==> config.mk <==
export PLATFORM = sky130hd
export DESIGN_NAME = poly_tone_sequencer
export DESIGN_NICKNAME = d
export VERILOG_FILES = /design/src/rtl/alive_pkg.sv /design/src/rtl/tone_voice.sv /design/src/rtl/poly_tone_sequencer.sv
export SDC_FILE = /design/constraint.sdc
export NUM_CORES = 1
export LEC_CHECK = 0
export ABC_AREA = 1
export CORE_MARGIN = 4
export CORE_UTILIZATION = 62
export CTS_CLUSTER_SIZE = 8
export DETAILED_ROUTE_END_ITERATION = 6
export PLACE_DENSITY = 0.8
export SYNTH_ARGS = -nofsm -noshare
export SYNTH_HDL_FRONTEND = slang
export SYNTH_SLANG_ARGS = --single-unit
export TNS_END_PERCENT = 100
==> constraint.sdc <==
create_clock -name clk -period 3.55 [get_ports clk]
set_clock_uncertainty 0.15 [all_clocks]
set_input_delay 0.5325 -clock clk [delete_from_list [all_inputs] [get_ports clk]]
set_output_delay 0.5325 -clock clk [all_outputs]
set_load 0.02 [all_outputs]
==> src/rtl/alive_pkg.sv <==
`default_nettype none
// ============================================================================
//  Package     : alive_pkg
//  Description : Shared FSM state encodings and song-table field helpers for
//                poly_tone_sequencer and its voice sub-module.
//  Revision    : 1.0  initial release
// ============================================================================
package alive_pkg;

    // Sequencer FSM states (2-bit encoding)
    localparam logic [1:0] c_ST_IDLE = 2'd0;
    localparam logic [1:0] c_ST_LOAD = 2'd1;
    localparam logic [1:0] c_ST_PLAY = 2'd2;
    localparam logic [1:0] c_ST_DONE = 2'd3;

    // Width of one song-table entry: {dur, pitch[NV-1], ..., pitch[0]}
    function automatic int entry_width(input int nv, input int pw, input int dw);
        return dw + nv * pw;
    endfunction

    // Bit position of the duration field inside an entry
    function automatic int dur_lsb(input int nv, input int pw);
        return nv * pw;
    endfunction

    // Bit position of pitch field v inside an entry
    function automatic int pitch_lsb(input int v, input int pw);
        return v * pw;
    endfunction

endpackage
`default_nettype wire

==> src/rtl/tone_voice.sv <==
`default_nettype none
// ============================================================================
//  Module      : tone_voice
//  Description : One square-wave voice. A half-period counter toggles the
//                output each time it reaches pitch-1; pitch 0 is a rest.
//  Revision    : 1.0  initial release
// ============================================================================
module tone_voice
    import alive_pkg::*;
#(
    parameter int PITCH_W = 16
) (
    input  logic               clk,
    input  logic               rst,
    input  logic               clear,
    input  logic [PITCH_W-1:0] pitch,
    output logic               out
);

    logic [PITCH_W-1:0] r_cnt;
    logic               r_out;

    // Half-period counter and toggle flop; clear or rest forces silence
    always_ff @(posedge clk or posedge rst) begin
        if (rst) begin
            r_cnt <= '0;
            r_out <= 1'b0;
        end else if (clear || (pitch == '0)) begin
            r_cnt <= '0;
            r_out <= 1'b0;
        end else if (r_cnt >= (pitch - PITCH_W'(1))) begin
            r_cnt <= '0;
            r_out <= ~r_out;
        end else begin
            r_cnt <= r_cnt + PITCH_W'(1);
        end
    end

    assign out = r_out;

endmodule
`default_nettype wire

==> src/rtl/poly_tone_sequencer.sv <==
`default_nettype none
// ============================================================================
//  Module      : poly_tone_sequencer
//  Description : Multi-voice square-wave music sequencer with a writable song
//                table, ms prescaler, duration counter, play-once or looping
//                playback, mixed speaker bit and 8-bit LED status.
//  Build option: POLY_TONE_ARTIC_EN - silence each note during its final ms.
//  Revision    : 1.0  initial release
// ============================================================================
module poly_tone_sequencer
    import alive_pkg::*;
#(
    parameter int NUM_VOICES = 2,
    parameter int STEPS      = 16,
    parameter int PITCH_W    = 16,
    parameter int DUR_W      = 8
) (
    input  logic                                clk,
    input  logic                                rst,
    input  logic [15:0]                         ticks_per_milli,
    input  logic                                start,
    input  logic                                stop,
    input  logic                                loop_en,
    input  logic                                wr_en,
    input  logic [$clog2(STEPS)-1:0]            wr_addr,
    input  logic [DUR_W+NUM_VOICES*PITCH_W-1:0] wr_data,
    output logic [NUM_VOICES-1:0]               voice_out,
    output logic                                sound,
    output logic                                busy,
    output logic [7:0]                          led
);

    localparam int ADDR_W    = $clog2(STEPS);
    localparam int ENTRY_W   = entry_width(NUM_VOICES, PITCH_W, DUR_W);
    localparam int DUR_LSB   = dur_lsb(NUM_VOICES, PITCH_W);
    localparam int PITCHES_W = NUM_VOICES * PITCH_W;
    localparam logic [ADDR_W-1:0] c_LAST_STEP = ADDR_W'(STEPS - 1);

    logic [ENTRY_W-1:0]   r_table [STEPS];
    logic [1:0]           r_state;
    logic [ADDR_W-1:0]    r_step_idx;
    logic [15:0]          r_presc;
    logic [DUR_W-1:0]     r_remaining;
    logic [PITCHES_W-1:0] r_pitches;

    logic [ENTRY_W-1:0]   w_entry;
    logic [DUR_W-1:0]     w_load_dur;
    logic [15:0]          w_tpm_max;
    logic                 w_ms_tick;
    logic                 w_last_ms;
    logic                 w_artic_mute;
    logic                 w_voice_clear;
    logic [NUM_VOICES-1:0] w_voice;

    assign w_entry    = r_table[r_step_idx];
    assign w_load_dur = w_entry[DUR_LSB +: DUR_W];

    // A programmed rate of 0 behaves as 1 so the prescaler always wraps
    assign w_tpm_max = (ticks_per_milli == 16'd0) ? 16'd1 : ticks_per_milli;
    // >= so a mid-note rate decrease still wraps instead of running to overflow
    assign w_ms_tick = (r_state == c_ST_PLAY) && (r_presc >= (w_tpm_max - 16'd1));
    assign w_last_ms = w_ms_tick && (r_remaining <= DUR_W'(1));

`ifdef POLY_TONE_ARTIC_EN
    // Mute one cycle early so the registered voice is already 0 for the final ms
    assign w_artic_mute = (r_state == c_ST_PLAY) &&
                          ((r_remaining == DUR_W'(1)) ||
                           ((r_remaining == DUR_W'(2)) && w_ms_tick));
`else
    assign w_artic_mute = 1'b0;
`endif

    // Voices only run in PLAY; LOAD clears them so every note starts phase-aligned
    assign w_voice_clear = stop || (r_state != c_ST_PLAY) || w_artic_mute;

    // Song table: synchronous writes in any state, contents not reset
    always_ff @(posedge clk) begin
        if (wr_en) begin
            r_table[wr_addr] <= wr_data;
        end
    end

    // Sequencer FSM, step index, prescaler and duration counter
    always_ff @(posedge clk or posedge rst) begin
        if (rst) begin
            r_state     <= c_ST_IDLE;
            r_step_idx  <= '0;
            r_presc     <= '0;
            r_remaining <= '0;
            r_pitches   <= '0;
        end else if (stop) begin
            r_state     <= c_ST_IDLE;
            r_step_idx  <= '0;
            r_presc     <= '0;
            r_remaining <= '0;
        end else begin
            case (r_state)
                c_ST_IDLE, c_ST_DONE: begin
                    if (start) begin
                        r_state    <= c_ST_LOAD;
                        r_step_idx <= '0;
                    end
                end
                c_ST_LOAD: begin
                    r_pitches   <= w_entry[PITCHES_W-1:0];
                    r_remaining <= w_load_dur;
                    r_presc     <= '0;
                    if (w_load_dur == '0) begin
                        // A zero-length step ends the song; an empty song never loops
                        if ((r_step_idx == '0) || !loop_en) begin
                            r_state <= c_ST_DONE;
                        end else begin
                            r_state    <= c_ST_LOAD;
                            r_step_idx <= '0;
                        end
                    end else begin
                        r_state <= c_ST_PLAY;
                    end
                end
                c_ST_PLAY: begin
                    if (w_ms_tick) begin
                        r_presc     <= '0;
                        r_remaining <= r_remaining - DUR_W'(1);
                        if (w_last_ms) begin
                            if (r_step_idx == c_LAST_STEP) begin
                                if (loop_en) begin
                                    r_state    <= c_ST_LOAD;
                                    r_step_idx <= '0;
                                end else begin
                                    r_state <= c_ST_DONE;
                                end
                            end else begin
                                r_state    <= c_ST_LOAD;
                                r_step_idx <= r_step_idx + ADDR_W'(1);
                            end
                        end
                    end else begin
                        r_presc <= r_presc + 16'd1;
                    end
                end
                default: begin
                    r_state <= c_ST_IDLE;
                end
            endcase
        end
    end

    // One tone generator per voice, pitch taken from the latched entry
    for (genvar gi = 0; gi < NUM_VOICES; gi++) begin : g_voice
        tone_voice #(
            .PITCH_W (PITCH_W)
        ) u_voice (
            .clk   (clk),
            .rst   (rst),
            .clear (w_voice_clear),
            .pitch (r_pitches[pitch_lsb(gi, PITCH_W) +: PITCH_W]),
            .out   (w_voice[gi])
        );
    end

    assign voice_out = w_voice;
    assign sound     = |w_voice;
    assign busy      = (r_state == c_ST_LOAD) || (r_state == c_ST_PLAY);
    assign led       = {busy, (r_state == c_ST_DONE), 6'(r_step_idx)};

endmodule
`default_nettype wire

# Yosys cells after proc, flatten, opt, wreduce, memory -nomap -nowiden
# Memories as Yosys holds them, arrays and structs flattened.
# Cells that the tools add are included.
# Widths: inputs -> output; s select.
# word_totals
input_bits,66
ff_bits,96
out_inout_bits,12
elab_cells,94
mem_count,1
mem_bits_rw,640
# op_classes
add_sub_neg,8
reduce_logical,23
order_cmp,4
eq_ne,11
bitwise_logic,3
mux,35
# memory_table
name,words,width,rd,rd_ports_with_merged_regs,wr,line,text
r_table,16,40,1,0,1,poly_tone_sequencer.sv:39,logic [ENTRY_W-1:0] r_table [STEPS];
# ops
op,count
$mux 16,7
$add 16x1->16 const B,3
$ge 16x16->1,3
$logic_not 16->1,3
$sub 16x1->16 const B,3
$mux 4,8
$pmux 16 s2,1
$mux 2,8
$mux 8,2
$pmux 8 s2,1
$ne 3x3->1 const B,5
$pmux 4 s3,1
$le 8x1->1 const B,1
$logic_not 8->1,1
$sub 8x1->8 const B,1
$mux 1,6
$pmux 2 s3,1
$reduce_and 6->1,1
$logic_or 1x1->1,5
$add 4x1->4 const B,1
$eq 2x2->1 const B,2
$eq 4x4->1 const B,1
$logic_not 4->1,1
$ne 4x4->1 const B,1
other kinds (11),17

# Logic depth before layout (Yosys ltp)
# logic_depth
word_depth,10
depth_mapped,25
mapped_depth_nobuf,25

# Modules after synthesis
# Synthesis repeated with hierarchy kept, for this count alone.
# hier_totals
hier_cells,2858
hier_area_um2,32168.4
# by_module_without_submodules
module,seq_area_each_um2,cells_each,instances,area_each_um2
poly_tone_sequencer,20769.9,2414,1,28775.1
tone_voice,425.4,222,2,1696.6

# Least setup slack after synthesis
# No wires, ideal clock.
# synth_timing
path_kind,in2reg
from,input ticks_per_milli[12]
to,register r_step_idx[3]
t_required_ps,3283
path_buffers,0
arrival_ps,3313
path_stages,24
setup_time_ps,117
setup_slack_ps,-30
cell_sequence,inv_1 nand2_1 nor3_1 nand4_1 nand2_1 inv_1 ha_1 nand2_1 nor3_1 nand2_1 inv_1 nand3_1 o21ai_0 inv_1 ha_1 nand2_1 nor4_1 nand2_1 nand4_1 nand2_1 nor2_1 nand2_4 nand2_1 nand2_1
# synth_between
elab_chain_cells,8
word_cells_on_any_way,9
classes_between,1 x add/sub; 1 x order compare; 2 x eq/ne; 1 x mux; 4 x reduce/logical
# synth_rtl
item,line,text
from (decl),poly_tone_sequencer.sv:20,"input logic [15:0] ticks_per_milli,"
$logic_not 16->1,poly_tone_sequencer.sv:59,assign w_tpm_max = (ticks_per_milli == 16'd0) ? 16'd1 : ticks_per_milli;
$mux 16 (*),poly_tone_sequencer.sv:59,
$sub 16x1->16 (*),poly_tone_sequencer.sv:61,assign w_ms_tick = (r_state == c_ST_PLAY) && (r_presc >= (w_tpm_max - 16'd1));
$ge 16x16->1 (*),poly_tone_sequencer.sv:61,
$logic_and 1x1->1 (*),poly_tone_sequencer.sv:61,
$logic_and 1x1->1,poly_tone_sequencer.sv:62,assign w_last_ms = w_ms_tick && (r_remaining <= DUR_W'(1));
$ne 3x3->1 (no source line),n/a,
$reduce_and 6->1 (no source line) (*),n/a,
to (signal assigned),poly_tone_sequencer.sv:134,r_step_idx <= r_step_idx + ADDR_W'(1);
to (decl),poly_tone_sequencer.sv:41,logic [ADDR_W-1:0] r_step_idx;
# Mark *: on every way between the ends. The rest lies on a longest branch, timed or not.
# A chain may end at the register's enable or synchronous reset.

# Final worst setup path
# layout_timing
from,register r_pitches[18]
to,register g_voice[1].u_voice.r_cnt[13]
# layout_between
elab_chain_cells,4
word_cells_on_any_way,6
classes_between,1 x add/sub; 1 x order compare; 2 x mux; 2 x reduce/logical
# layout_rtl
item,line,text
from (decl),poly_tone_sequencer.sv:44,logic [PITCHES_W-1:0] r_pitches;
from (signal assigned),poly_tone_sequencer.sv:105,r_pitches <= w_entry[PITCHES_W-1:0];
$sub 16x1->16,tone_voice.sv:31,end else if (r_cnt >= (pitch - PITCH_W'(1))) begin
$ge 16x16->1,tone_voice.sv:31,
$mux 16,tone_voice.sv:31,
$mux 16 (*),tone_voice.sv:28,end else if (clear || (pitch == '0)) begin
to (signal assigned),tone_voice.sv:35,r_cnt <= r_cnt + PITCH_W'(1);
to (decl),tone_voice.sv:20,logic [PITCH_W-1:0] r_cnt;
# Marked as above.

==> key figures <==
Drt
  – Remaining antenna violation count: 0
  – DR vias: 22300
  – Via-to-Cell Ratio: 6.29
  – Iteration count of the initial detailed-routing pass: 6
  – # DRC: 0
  – DRT Wirelength: 81200 um
  – WL/cell: 22.9 um
  – Iter 0 DRT Violations: 2955

Finish
  – Final net count: 2923
  – Synth-to-Final Area Change: 16.4%
  – Share of layout cells above drive strength 1: 0.102
  – Layout Cells excl Fill: 3540
  – Fillers: 3027
  – Post-route design area: 0.0366 sq mm

GRT
  – Initial antenna violation count: 4
  – First-pass GRT wire length: 123000 um
  – Total gr overflow: 0
  – Largest net degree at the start of global routing: 144
  – Vias in the first global route: 22100
  – Total GRT Usage: 0.294

Timing
  – Period minus WS final: 3370 ps
  – Max-slew violation count: 0
  – Finish-stage setup viols: 0
  – Slew Limit Headroom: 0.318
  – Actual slew at the worst max-slew pin: 1020 ps
  – Worst hold slack: 128 ps
  – Max Fclk: 0.297 GHz
  – Fin. Hold Viols: 0
  – Worst Slack Setup Final: 177 ps
  – Tcrit/Tclk final: 0.950

Synthesis
  – Share of flip-flops with an asynchronous set or reset: 0.130
  – Yosys cell types: 46
  – Cell Area, Synth: 0.0314 sq mm
  – Syn Area/Cell: 11.8 sq um
  – Post-Synthesis Cells: 2669
  – Register bit total from synthesis: 736
  – EDFF count, synth: 640
  – Yosys warning total: 0
  – Synth Flop Type: edfxtp_1
  – Seq/Total Area, Yosys: 0.688

Clock tree
  – H-tree Lvls: 3
  – CTS root buf: clkbuf_16
  – Total CTS buffers: 102
  – CTS tree: yes
  – Largest buffer count on any clock path: 3
  – CTS Sinks: 736
  – Clock-pin transition on the worst setup and hold timing paths: 50 ps
  – Clk_lat worst skew: 640 ps

Run
  – Max-Cap Viols: 0

Setup path
  – WP buf/inv: 4
  – R2r startpoint: r_pitches[18]
  – Worst path cell trace: nor2_2 > nand3_2 > inv_1 > nand2_1 > nor2_2 > nand2_1 > nor3_2 > nand3_1 > nor3_2 > xor2_1 > ha_1 > nand2_1 > inv_1 > nand3_1 > inv_1 > a21oi_1 > nand2_1 > a21oi_4 > nand2_4 > buf_4 > nor2_1
  – Critical Path RT: 3960 ps
  – Top Family by Delay on Critical Path: simple AND/OR/NAND/NOR gates
  – R2R Path End: g_voice[1].u_voice.r_cnt[13]
  – Critical path fanouts, max: 9
  – Crit path capture type: flop
  – CP Launch Type: flop
  – Crit-path most repeated cell: nand2_1
  – CP max-delay cell: dfrtp_1
  – R2r worst-path depth: 21
  – Slack of the worst reg-to-reg path: 180 ps
  – CP peak stage delay: 410 ps
  – WP data arrival: 3780 ps
  – Worst setup path class: reg2reg

Power
  – Pwr Density: 595 mW/mm^2
  – Static leakage: 0.0132 uW
  – Power, Total: 21800 uW
  – Max IR drop VDD: 386 uV

Floorplan
  – Starting Density: 0.627
  – DIE AREA: 0.0544 sq mm
  – Row cnt: 82
  – Core region area: 0.0502 sq mm
  – Chip Height: 233 um
  – Die Wd: 233 um
  – I/O pins: 78

Place
  – Dpl ws: -816 ps
  – Port bufs: 75
  – Post-DP HPWL: 42200 um
  – Placer's final routability congestion estimate: 0.877
  – Dpl cells: 3351
  – DP Area: 0.0333 sq mm

Status
  – Outcome: complete, no violations

Hold path
  – HP Class: in2async
==> cells by family after synthesis <==
kind of cell | synth area share
AOI/OAI and AO/OA | 0.108
xor gates and xnor gates | 0.0181
and+or+nand+nor | 0.120
DFF | 0.688
buffers and inverters | 0.0415
adders and majority gates | 0.0243
other | 0.000119
==> cells in the mapped netlist, types with 3 or more instances <==
cell	count	area, sq um
xnor2_1	17	149
dfrtp_1	96	2400
a31oi_1	9	56.3
nand3_1	78	390
or2_2	3	18.8
nor3_1	29	145
a21oi_1	56	280
nor2_2	11	68.8
nor3_2	3	30.0
inv_1	133	499
a221oi_1	14	123
inv_2	4	15.0
a22oi_1	4	30.0
xor2_1	48	420
buf_1	4	15.0
buf_2	43	215
o21ai_1	38	190
nand2_1	281	1050
o211ai_1	5	37.5
o22ai_1	91	569
edfxtp_1	640	19200
clkbuf_1	65	244
nand3b_1	3	22.5
o21ai_0	311	1560
buf_6	15	169
a32oi_1	13	114
nor3b_1	5	37.5
nor2_1	497	1870
nor4_1	5	31.3
o221ai_1	42	368
ha_1	61	763
buf_4	19	143
nand4_1	11	68.8
==> cell type report <==
class | instances | area (sq um) | share of cell area
inverters | 138 | 533 | 0.0146
flip-flops and latches | 736 | 21600 | 0.591
clock inverters | 4 | 41.3 | 0.00113
diodes | 4 | 10.0 | 0.000274
well taps | 672 | 841 | 0.0230
repair buffers | 167 | 1820 | 0.0498
multi-input cells | 1651 | 8820 | 0.241
clock buffers | 168 | 2900 | 0.0791
==> routing by layer <==
layer	global-route usage	wire, um	up-vias
li1	-	-	9814
met1	0.400	30100	10800
met2	0.474	39500	1457
met3	0.0561	9050	220
met4	0.121	2470	4
met5	0	30	-
==> where the power goes <==
| group | internal [uW] | switching, uW |
|---|---|---|
| combinational | 939 | 1800 |
| sequential | 9820 | 299 |
| clock | 5470 | 3440 |
==> stage by stage <==
stage               TNS (ps)  utilization
CTS                        0        0.724
detailed placement    -19660        0.664
finish                     0        0.729
floorplan                  0            -
global route           -1180        0.729
global placement      -17920        0.664
==> worst max-delay path by stage <==
| stage | start | to | slack, ps | cells after the start |
|---|---|---|---|---|
| 3_3_place_gp | ticks_per_milli[10] | r_step_idx[2] | -720 | 26 |
| 5_1_grt | r_pitches[18] | g_voice[1].u_voice.out | -80 | 21 |
| 6_report | r_pitches[18] | g_voice[1].u_voice.r_cnt[13] | 180 | 21 |
| 3_5_place_dp | ticks_per_milli[13] | r_step_idx[2] | -820 | 26 |
| 2_1_floorplan | ticks_per_milli[10] | r_presc[12] | 3 | 25 |
| 4_1_cts | r_pitches[16] | g_voice[1].u_voice.r_cnt[5] | 10 | 20 |
==> registers in the layout (all words and copies together) (netlist names) <==
register / count
r_pitches: 32
r_state: 2
g_voice.u_voice.r_cnt: 32
r_remaining: 8
r_step_idx: 4
g_voice.u_voice.out: 2
r_table: 640
r_presc: 16
==> timing repair <==
action                     4_1_cts  5_1_grt
buffers inserted                 0       11
cloned                           0        2
pin swaps                        1       17
setup endpoints to repair       24       63
gates resized for setup          6       52
hold buffers                     0        0
==> worst reg2reg max path, stage by stage (launching register included) <==
cell and delay [ps]:
dfrtp_1 410, nor2_2 140, nand3_2 120, inv_1 70, nand2_1 80, nor2_2 120
nand2_1 110, nor3_2 210, nand3_1 170, nor3_2 180, xor2_1 190, ha_1 260
nand2_1 90, inv_1 40, nand3_1 110, inv_1 60, a21oi_1 140, nand2_1 100
a21oi_4 180, nand2_4 120, buf_4 180, nor2_1 90
==> layout by cell type (no fill, tap or decap), drive strengths merged, types with 9 or more instances in the layout <==
master / netlist / routed
inv: 137 / 139
o221ai: 42 / 42
clkbuf: 65 / 169
xnor2: 17 / 17
a21oi: 57 / 57
dfrtp: 96 / 96
clkdlybuf4s50: 0 / 62
a221oi: 14 / 14
ha: 61 / 61
nand2: 284 / 285
nor3: 32 / 32
a31oi: 9 / 9
nor2: 508 / 508
nand3: 79 / 79
nand4: 12 / 12
dlymetal6s2s: 0 / 13
o22ai: 91 / 91
o21ai: 349 / 349
a32oi: 13 / 13
buf: 81 / 91
xor2: 48 / 48
edfxtp: 640 / 640
Power figures use the tool's default switching activity.
==> variant: new RTL, same settings <==
`PITCH_W` is set to 16 in 2 places; all go to 12.
--- a/src/rtl/tone_voice.sv
+++ b/src/rtl/tone_voice.sv
@@ -8,7 +8,7 @@
 module tone_voice
     import alive_pkg::*;
 #(
-    parameter int PITCH_W = 16
+    parameter int PITCH_W = 12
 ) (
     input  logic               clk,
     input  logic               rst,
--- a/src/rtl/poly_tone_sequencer.sv
+++ b/src/rtl/poly_tone_sequencer.sv
@@ -12,7 +12,7 @@
 #(
     parameter int NUM_VOICES = 2,
     parameter int STEPS      = 16,
-    parameter int PITCH_W    = 16,
+    parameter int PITCH_W    = 12,
     parameter int DUR_W      = 8
 ) (
     input  logic                                clk,
Interface: changed (resized wr_data); port bits go from 78 to 70. No check against the original RTL was run, so the function may have changed too.
==> variant against the original RTL <==
- non-clock buffer count decreased by 18
- combinational power decreased by 16%
- setup slack improved by 0.067 ns
- synthesized area decreased by 19%
- design area decreased by 19%
- via count decreased by 19%
- sequential power decreased by 19%
- power decreased by 18%
- sequential cell count decreased by 144
- wire length decreased by 21%
==> variant: results (changes against the original RTL) <==
{
  "actual_transition_at_the_worst_max_transition_pin": {"value": 0.896, "unit": "ns", "change": "was 1.02 ns"},
  "viasPerCell": {"value": 6.26, "change": "was 6.29"},
  "grt_max_degree": {"value": 143, "change": "was 144"},
  "worstPathMaxFanout": {"value": 11, "change": "was 9"},
  "synthesis.instances": {"value": 2176, "change": "was 2669"},
  "synth-edff-count": {"value": 512, "change": "was 640"},
  "placed_cells_incl_taps": {"value": 2727, "change": "was 3351"},
  "outcome": {"value": "complete, no violations", "change": "unchanged"},
  "gr-usage-all-layers": {"value": 0.286, "change": "was 0.294"},
  "drt-wirelength-per-cell": {"value": 22.4, "unit": "um", "change": "was 22.9 um"},
  "drt_first_iter_violations": {"value": 2759, "change": "was 2955"},
  "post_route_cells_drive_above_1_share": {"value": 0.101, "change": "was 0.102"},
  "utilization": {"value": 0.740, "change": "was 0.729"},
  "worst_r2r_startpoint": {"value": "r_pitches[13]", "change": "was r_pitches[18]"},
  "grt_antenna_before_repair": {"value": 2, "change": "was 4"},
  "grt_pass1_wl": {"value": 98100, "unit": "um", "change": "was 123000 um"},
  "root_buffer": {"value": "sky130_fd_sc_hd__clkbuf_16", "change": "unchanged"},
  "fill_cells": {"value": 2364, "change": "was 3027"},
  "async_reset_ff_frac": {"value": 0.135, "change": "was 0.130"},
  "finalNonFillerCells": {"value": 2880, "change": "was 3540"},
  "yosysSeqAreaShare": {"value": 0.684, "change": "was 0.688"},
  "yosys-top-cells-area": {"value": "sky130_fd_sc_hd__edfxtp_1 61%, sky130_fd_sc_hd__dfrtp_1 7.9%, sky130_fd_sc_hd__nor2_1 6.2%, sky130_fd_sc_hd__o21ai_0 4.7%, sky130_fd_sc_hd__nand2_1 3.6%", "change": "was sky130_fd_sc_hd__edfxtp_1 61%, sky130_fd_sc_hd__dfrtp_1 7.6%, sky130_fd_sc_hd__nor2_1 5.9%, sky130_fd_sc_hd__o21ai_0 5.0%, sky130_fd_sc_hd__nand2_1 3.4%"},
  "worst-r2r-cell-count": {"value": 15, "change": "was 21"},
  "first_global_vias": {"value": 17800, "change": "was 22100"},
  "clkLatencyLatePin": {"value": 0.61, "unit": "ns", "change": "was 0.64 ns"},
  "detailed_place_hpwl": {"value": 34400, "unit": "um", "change": "was 42200 um"},
  "fin_nets": {"value": 2405, "change": "was 2923"},
  "critPathArrivalTime": {"value": 3.68, "unit": "ns", "change": "was 3.78 ns"},
  "power.ir.vdd_worst": {"value": 332, "unit": "uV", "change": "was 386 uV"},
  "place_congestion": {"value": 0.900, "change": "was 0.877"},
  "endpoint_of_the_most_critical_register_to_register_path": {"value": "g_voice[1].u_voice.out", "change": "was g_voice[1].u_voice.r_cnt[13]"},
  "largest_stage_delay_on_the_critical_path": {"value": 0.44, "unit": "ns", "change": "was 0.41 ns"},
  "biggestRegsByFlops": {"value": "r_table: 512 flops, g_voice.u_voice.r_cnt: 24 flops, r_pitches: 24 flops", "change": "was r_table: 640 flops, g_voice.u_voice.r_cnt: 32 flops, r_pitches: 32 flops"}
}
## variant: changes by cell type after synthesis, moves of 12 or more
cell / change
sky130_fd_sc_hd__nand2_1: -36
sky130_fd_sc_hd__o22ai_1: -24
sky130_fd_sc_hd__buf_2: -13
sky130_fd_sc_hd__o21ai_0: -71
sky130_fd_sc_hd__edfxtp_1: -128
sky130_fd_sc_hd__dfrtp_1: -16
sky130_fd_sc_hd__inv_1: -24
sky130_fd_sc_hd__o21ai_1: -16
sky130_fd_sc_hd__nor2_1: -79
sky130_fd_sc_hd__nand3_1: -12
## variant: cells by family after synthesis
| kind of cell | synth area share |
|---|---|
| DFF | 0.684 |
| AOI/OAI and AO/OA | 0.106 |
| xor gates and xnor gates | 0.0186 |
| buffers and inverters | 0.0415 |
| other | 0.000148 |
| and+or+nand+nor | 0.123 |
| adders and majority gates | 0.0261 |
## variant: routing by layer
metal	share of wire	global-route usage	wire length (um)	vias to the layer above
li1	-	-	-	7997
met2	0.48	0.459	30900	1178
met3	0.12	0.0622	7620	170
met4	0.030	0.104	1950	0
met1	0.37	0.392	23900	8694
met5	0	0	0	-
## variant: how the worst max path moves through the flow
stage	startpoint	end	cells past startpoint	slack (ns)
2_1_floorplan	ticks_per_milli[4]	r_remaining[1]	24	0.20
4_1_cts	ticks_per_milli[10]	r_step_idx[1]	27	0.001
3_5_place_dp	ticks_per_milli[10]	r_step_idx[0]	27	-0.69
3_3_place_gp	ticks_per_milli[9]	r_step_idx[1]	27	-0.51
5_1_grt	r_pitches[13]	g_voice[1].u_voice.r_cnt[6]	15	0.03
6_report	r_pitches[13]	g_voice[1].u_voice.out	15	0.24
## variant: report_power, final
group	switching, mW	internal, mW	total [mW]	leakage, nW
clock	2.83	4.52	7.36	1.16
combinational	1.51	0.795	2.31	4.00
sequential	0.275	7.89	8.17	5.65
total	4.62	13.2	17.8	10.8
## variant: repair_timing
item / 4_1_cts / 5_1_grt
setup endpoints to repair: 4 / 50
buffers inserted: 0 / 6
resized for setup: 1 / 49
pin swaps: 0 / 14
gates cloned: 0 / 1
## variant: final cells by class
class                           count  share of cell area
Clock buffer                      141              0.0802
Sequential cell                   592               0.586
Timing Repair Buffer              149              0.0528
Inverter                          113              0.0145
Clock inverter                      4             0.00207
Tap cell                          525              0.0221
Multi-Input combinational cell   1354               0.242
Antenna cell                        2            0.000169
## variant: metrics by stage
stage	setup WS, ns	power [mW]	hold WS (ns)	setup TNS (ns)
global placement	-0.510	10.3	0.324	-11.70
CTS	0.00124	17.7	0.171	0
floorplan	0.201	9.58	0.304	0
finish	0.244	17.8	0.161	0
global route	0.0270	18.5	0.214	0
detailed placement	-0.689	10.4	0.337	-16.09
